## src/rtl/apb_pkg.sv

```systemverilog
// rtl/apb_pkg.sv - shared state encoding, PPROT bit positions and default window constants
package apb_pkg;

  typedef enum logic [1:0] {
    IDLE   = 2'd0,
    SETUP  = 2'd1,
    ACCESS = 2'd2,
    RESP   = 2'd3
  } apb_state_e;

  // PPROT[0] privileged, PPROT[1] non-secure, PPROT[2] instruction access
  localparam int unsigned PPROT_PRIV_BIT  = 0;
  localparam int unsigned PPROT_NSEC_BIT  = 1;
  localparam int unsigned PPROT_INSTR_BIT = 2;

  localparam int unsigned DEF_NUM           = 4;
  localparam int unsigned DEF_SIZE_IN_BYTES = 1024;
  localparam logic [31:0] DEF_ADDR_BASE     = 32'h0000_0000;
  localparam int unsigned DEF_TIMEOUT       = 16;

endpackage

```

## src/rtl/apb_addr_dec.sv

```systemverilog
// rtl/apb_addr_dec.sv - window check plus slot index and one-hot select for an APB address map
module apb_addr_dec
  import apb_pkg::*;
#(
  parameter int unsigned P_NUM           = DEF_NUM,
  parameter int unsigned P_SIZE_IN_BYTES = DEF_SIZE_IN_BYTES,
  parameter logic [31:0] P_ADDR_BASE     = DEF_ADDR_BASE
) (
  input  logic [31:0]              addr_i,
  output logic                     hit_o,
  output logic [$clog2(P_NUM)-1:0] slot_o,
  output logic [P_NUM-1:0]         sel_o
);

  localparam int unsigned SLOT_W  = $clog2(P_NUM);
  localparam int unsigned OFS_LSB = $clog2(P_SIZE_IN_BYTES);

  logic [31:0] offset;

  assign offset = addr_i - P_ADDR_BASE;

  // Unsigned offset compare also rejects addresses below the base (they wrap high)
  always_comb begin
    hit_o  = (offset < 32'(P_NUM * P_SIZE_IN_BYTES));
    slot_o = offset[OFS_LSB +: SLOT_W];
    sel_o  = hit_o ? (P_NUM'(1) << slot_o) : '0;
  end

endmodule

```

## src/rtl/apb_cmd_master.sv

```systemverilog
// rtl/apb_cmd_master.sv - valid/ready command to APB master bridge over four decoded slave windows
module apb_cmd_master
  import apb_pkg::*;
#(
  parameter int unsigned P_NUM           = DEF_NUM,
  parameter int unsigned P_SIZE_IN_BYTES = DEF_SIZE_IN_BYTES,
  parameter logic [31:0] P_ADDR_BASE     = DEF_ADDR_BASE,
  parameter int unsigned P_TIMEOUT       = DEF_TIMEOUT
) (
  input  logic             PCLK,
  input  logic             PRESET,
  input  logic             cmd_valid,
  output logic             cmd_ready,
  input  logic [31:0]      cmd_addr,
  input  logic             cmd_write,
  input  logic [31:0]      cmd_wdata,
  input  logic [3:0]       cmd_strb,
  input  logic [2:0]       cmd_prot,
  output logic             rsp_valid,
  input  logic             rsp_ready,
  output logic [31:0]      rsp_rdata,
  output logic             rsp_err,
  output logic [P_NUM-1:0] PSEL,
  output logic [31:0]      PADDR,
  output logic             PWRITE,
  output logic [31:0]      PWDATA,
  output logic             PENABLE,
  output logic [2:0]       PPROT,
  output logic [3:0]       PSTRB,
  input  logic [31:0]      PRDATA0,
  input  logic [31:0]      PRDATA1,
  input  logic [31:0]      PRDATA2,
  input  logic [31:0]      PRDATA3,
  input  logic [P_NUM-1:0] PREADY,
  input  logic [P_NUM-1:0] PSLVERR
);

  localparam int unsigned SLOT_W = $clog2(P_NUM);
  localparam int unsigned TCNT_W = $clog2(P_TIMEOUT + 1);

  apb_state_e          state_q, state_d;
  logic [31:0]         addr_q, addr_d;
  logic                write_q, write_d;
  logic [31:0]         wdata_q, wdata_d;
  logic [3:0]          strb_q, strb_d;
  logic [2:0]          prot_q, prot_d;
  logic [SLOT_W-1:0]   slot_q, slot_d;
  logic [P_NUM-1:0]    sel_q, sel_d;
  logic [TCNT_W-1:0]   tcnt_q, tcnt_d;
  logic [31:0]         rdata_q, rdata_d;
  logic                err_q, err_d;

  logic                dec_hit;
  logic [SLOT_W-1:0]   dec_slot;
  logic [P_NUM-1:0]    dec_sel;
  logic [31:0]         prdata_sel;
  logic                pready_sel;
  logic                pslverr_sel;
  logic                bus_active;

  apb_addr_dec #(
    .P_NUM          (P_NUM),
    .P_SIZE_IN_BYTES(P_SIZE_IN_BYTES),
    .P_ADDR_BASE    (P_ADDR_BASE)
  ) u_addr_dec (
    .addr_i(cmd_addr),
    .hit_o (dec_hit),
    .slot_o(dec_slot),
    .sel_o (dec_sel)
  );

  assign pready_sel  = PREADY[slot_q];
  assign pslverr_sel = PSLVERR[slot_q];
  assign bus_active  = (state_q == SETUP) || (state_q == ACCESS);

  // Read-data mux for the slot latched at command accept
  always_comb begin
    case (slot_q)
      SLOT_W'(0): prdata_sel = PRDATA0;
      SLOT_W'(1): prdata_sel = PRDATA1;
      SLOT_W'(2): prdata_sel = PRDATA2;
      default:    prdata_sel = PRDATA3;
    endcase
  end

  // cmd_ready is masked by PRESET so it reads 0 for the whole reset pulse
  assign cmd_ready = (state_q == IDLE) && !PRESET;
  assign rsp_valid = (state_q == RESP);
  assign rsp_rdata = rdata_q;
  assign rsp_err   = err_q;
  assign PSEL      = bus_active ? sel_q : '0;
  assign PENABLE   = (state_q == ACCESS);
  assign PADDR     = addr_q;
  assign PWRITE    = write_q;
  assign PWDATA    = wdata_q;
  assign PPROT     = prot_q;
  assign PSTRB     = write_q ? strb_q : 4'h0;

  // Next-state logic: command capture, APB phase sequencing, completion and timeout
  always_comb begin
    state_d = state_q;
    addr_d  = addr_q;
    write_d = write_q;
    wdata_d = wdata_q;
    strb_d  = strb_q;
    prot_d  = prot_q;
    slot_d  = slot_q;
    sel_d   = sel_q;
    tcnt_d  = tcnt_q;
    rdata_d = rdata_q;
    err_d   = err_q;
    unique case (state_q)
      IDLE: begin
        if (cmd_valid) begin
          addr_d  = cmd_addr;
          write_d = cmd_write;
          wdata_d = cmd_wdata;
          strb_d  = cmd_strb;
          prot_d  = cmd_prot;
          slot_d  = dec_slot;
          sel_d   = dec_sel;
          if (dec_hit) begin
            tcnt_d  = '0;
            state_d = SETUP;
          end else begin
            err_d   = 1'b1;
            rdata_d = 32'h0;
            state_d = RESP;
          end
        end
      end
      SETUP: state_d = ACCESS;
      ACCESS: begin
        tcnt_d = tcnt_q + TCNT_W'(1);
        if (pready_sel) begin
          err_d   = pslverr_sel;
          rdata_d = (write_q || pslverr_sel) ? 32'h0 : prdata_sel;
          state_d = RESP;
        end else if (tcnt_q == TCNT_W'(P_TIMEOUT - 1)) begin
          err_d   = 1'b1;
          rdata_d = 32'h0;
          state_d = RESP;
        end
      end
      RESP: begin
        if (rsp_ready) state_d = IDLE;
      end
    endcase
  end

  // State and datapath registers with synchronous active-high reset
  always_ff @(posedge PCLK) begin
    if (PRESET) begin
      state_q <= IDLE;
      addr_q  <= '0;
      write_q <= 1'b0;
      wdata_q <= '0;
      strb_q  <= '0;
      prot_q  <= '0;
      slot_q  <= '0;
      sel_q   <= '0;
      tcnt_q  <= '0;
      rdata_q <= '0;
      err_q   <= 1'b0;
    end else begin
      state_q <= state_d;
      addr_q  <= addr_d;
      write_q <= write_d;
      wdata_q <= wdata_d;
      strb_q  <= strb_d;
      prot_q  <= prot_d;
      slot_q  <= slot_d;
      sel_q   <= sel_d;
      tcnt_q  <= tcnt_d;
      rdata_q <= rdata_d;
      err_q   <= err_d;
    end
  end

endmodule

```

## config.mk

```make
export PLATFORM = sky130hd
export DESIGN_NAME = apb_cmd_master
export DESIGN_NICKNAME = d
export VERILOG_FILES = /design/src/rtl/apb_pkg.sv /design/src/rtl/apb_addr_dec.sv /design/src/rtl/apb_cmd_master.sv
export SDC_FILE = /design/constraint.sdc
export NUM_CORES = 1
export LEC_CHECK = 0
export BUFFER_PORTS_ARGS = -buffer_cell sky130_fd_sc_hd__buf_2
export CAP_MARGIN = 0
export CORE_AREA = 2 2 125 127
export DETAILED_ROUTE_END_ITERATION = 6
export DIE_AREA = 0 0 127 129
export PLACE_DENSITY_LB_ADDON = 0.1
export SLEW_MARGIN = 0
export SYNTH_ARGS = -nofsm -noshare
export SYNTH_HDL_FRONTEND = slang
export SYNTH_HIERARCHICAL = 1
export SYNTH_SLANG_ARGS = --single-unit
```

## constraint.sdc

```tcl
create_clock -name PCLK -period 4.31 [get_ports PCLK]
set_input_delay 0 -clock PCLK [delete_from_list [all_inputs] [get_ports PCLK]]
set_output_delay 0 -clock PCLK [all_outputs]
set_load 0.005 [all_outputs]
```

==> impl_metrics.env <==
export IMPL_final_common_cell="buf_2"
export IMPL_relSlewSlack_pct=26.00
export IMPL_synth_xor_area_share_pct=0.4815
export IMPL_avgRoutedWirePerCell_um=15.52
export IMPL_stdcell_count=1150
export IMPL_synth_area_mm2=0.005456
export IMPL_final_util_pct=56.66
export IMPL_post_dp_hpwl_mm=12.49
export IMPL_syn_nets=793
export IMPL_numPortBuffers=323
export IMPL_synthMuxAreaShare_pct=14.17
export IMPL_grt_pass1_wl_mm=27.48
export IMPL_cap_violations=0
export IMPL_dp_cells=1046
export IMPL_synth_simple_area_share_pct=15.87
export IMPL_via_per_inst=4.850
export IMPL_rows=45
export IMPL_critPathKind="in -> reg"
export IMPL_initial_utilization_pct=36.43
export IMPL_cts_buffers=17
export IMPL_max_freq_mhz=348.3
export IMPL_finalSetupTns_ns=0
export IMPL_die_y_um=129
export IMPL_vias=5577
export IMPL_worstPathRequired_ns=4.64
export IMPL_cts_sinks=118
export IMPL_clk_path_buf_depth=2
export IMPL_pre_cts_ws_ns=1.574
export IMPL_synth_edf_count=0
export IMPL_cp_arrival_ns=3.20
export IMPL_grt_max_degree=86
export IMPL_yosysUniqueCellTypes=40
export IMPL_p_leak_nw=3.961
export IMPL_ys_flop_type="dfxtp_1"
export IMPL_fin_crit_sh_pct=66.62
export IMPL_die_w_um=127
export IMPL_dr_pass1_iters=6
export IMPL_cts_resized=0
export IMPL_yosysSeqAreaShare_pct=43.29
export IMPL_setup_violations=0
export IMPL_p_per_area_mw_per_mm2=468.3
export IMPL_hold_violations=0
export IMPL_ir_drop_mv=0.2458
export IMPL_synth_cells=575
export IMPL_cts_tree="built"
export IMPL_min_path_cells=4
export IMPL_r2r_start="tcnt_q[0]"
export IMPL_min_period_ns=2.871
export IMPL_tightest_slew_ns=1.107
export IMPL_async_reset_ff_share_pct=0
export IMPL_clk_pin_slew_ns=0.05
export IMPL_hold_class="in -> reg"
export IMPL_area_delta_synth_final_pct=55.51
export IMPL_worstReg2RegEnd="rsp_rdata[0]"
export IMPL_postCtsSetupRepairBufs=0
export IMPL_core_mm2=0.01498
export IMPL_avgSynthCellArea_um2=9.490
export IMPL_wirelength_mm=17.85
export IMPL_htree_levels=4
export IMPL_ys_seq_elements=118
export IMPL_dieArea_mm2=0.01638
export IMPL_min_to="rsp_rdata[12]"
export IMPL_end_kind="flip-flop"
export IMPL_synth_top_family_by_area="compound AO/OA/AOI/OAI gates"
export IMPL_num_antenna_cells=0
export IMPL_rsz0062_at_grt="no"
export IMPL_total_power_mw=3.974
export IMPL_io_pins=324
export IMPL_drt_iter0_markers=237
export IMPL_grt_usage_pct=21.27
export IMPL_root_buffer="clkbuf_16"
export IMPL_drive_gt1_share_pct=44.70
export IMPL_fin_worst_skew_ns=0.005738
export IMPL_min_from="PRDATA2[12]"
export IMPL_antenna_found_initial=0
export IMPL_ff2ff_setup_slack_ns=1.65
export IMPL_crit_path_start="cmd_addr[31]"
export IMPL_cp_start_kind="primary input"
export IMPL_slowest_stage="nor2_4"
export IMPL_gp_congestion=0.8127
export IMPL_synth_compound_area_share_pct=17.68
export IMPL_design_area_mm2=0.008486
export IMPL_synthAdderAreaFrac_pct=1.376
export IMPL_drc=0
export IMPL_nNetsFinal=1167
export IMPL_hold_worst_slack_ns=0.06833
export IMPL_drv_slew=0
export IMPL_path_cells="dlygate4sd3_1 > buf_2 > nor4_1 > nand4_1 > nor2_1 > nand3b_1 > a222oi_1 > nor2_4 > o2bb2ai_1"
export IMPL_holdBufCountCts=72
export IMPL_first_global_vias=5695
export IMPL_antenna_left=0
export IMPL_crit_path_max_fanout=32
export IMPL_clk_latency_ns=0.41
export IMPL_worst_slack_ns=1.439
export IMPL_overflow=0
export IMPL_outcome="finished clean"
export IMPL_r2r_cells=7
export IMPL_max_stage_delay_ns=0.88
export IMPL_dpl_cell_area_mm2=0.007121
export IMPL_mostFrequentLayoutCells="buf_2 (323), nand2_1 (158), dfxtp_1 (116), a21oi_1 (81), dlygate4sd3_1 (72)"
export IMPL_ys_warn_count=6
==> cells in the mapped netlist (all sizes together) (3+ instances only) <==
cell type / instances / area, um^2
and2: 9 / 56.30
xor2: 3 / 26.28
inv: 40 / 150.1
a311oi: 3 / 26.28
dfxtp: 118 / 2362
nor2b: 5 / 31.28
mux4: 33 / 743.2
nor2: 11 / 41.29
ha: 6 / 75.07
o2bb2ai: 32 / 468.0
nor4: 6 / 37.54
a21oi: 81 / 405.4
clkbuf: 28 / 106.4
mux2i: 3 / 30.03
nand2: 159 / 596.8
buf: 17 / 132.6
==> sequential cells by signal, indices dropped and copies added, names as in the netlist <==
| signal | cells |
|---|---|
| slot_q | 2 |
| PPROT | 3 |
| strb_q | 4 |
| state_q | 2 |
| tcnt_q | 5 |
| PWRITE | 1 |
| PADDR | 32 |
| PWDATA | 32 |
| rsp_err | 1 |
| sel_q | 4 |
| rsp_rdata | 32 |
==> layout make-up <==
class                      count  area (um^2)
clock buffer                  24        501.7
fill                        1350         6491
inverter                      40        150.1
clock inverter                 8        142.6
multi-input combinational    372         2716
tap                          188        235.2
timing repair buffer         400         2375
sequential                   118         2365
==> per-layer routing <==
layer | routed length (um) | vias to the layer above | global-route usage [%]
met3 | 1267 | 26 | 6.320
met2 | 9413 | 220 | 40.01
met5 | 0 | - | 0
met1 | 6829 | 2607 | 22.30
met4 | 342 | 0 | 8.339
li1 | - | 2724 | -
==> report_power, final <==
group / switching (mW) / internal [mW]
clock: 0.486 / 1.04
sequential: 0.112 / 1.25
combinational: 0.601 / 0.487
total: 1.20 / 2.78
==> kinds of logic after synthesis <==
| family | after synthesis |
|---|---|
| compound gates | 124 |
| xor+xnor | 3 |
| fa+ha+maj | 6 |
| buf+inv | 85 |
| flops | 118 |
| mux | 36 |
| simple gates | 203 |
==> how the worst max path moves through the flow <==
stage                          endpoint  slack (ns)
final                      rsp_rdata[0]        1.44
after global routing      rsp_rdata[31]        1.22
after CTS                  rsp_rdata[0]        1.47
after detailed placement   rsp_rdata[0]        1.57
after global placement     rsp_rdata[0]        1.66
after floorplan           rsp_rdata[10]        2.22
==> critical path, delay by kind of cell <==
kind	cells	cell delay, ns
simple gates	5	2.17
compound gates	2	0.34
buf+inv	2	0.67
No activity file was read; power rests on OpenSTA's default activity.
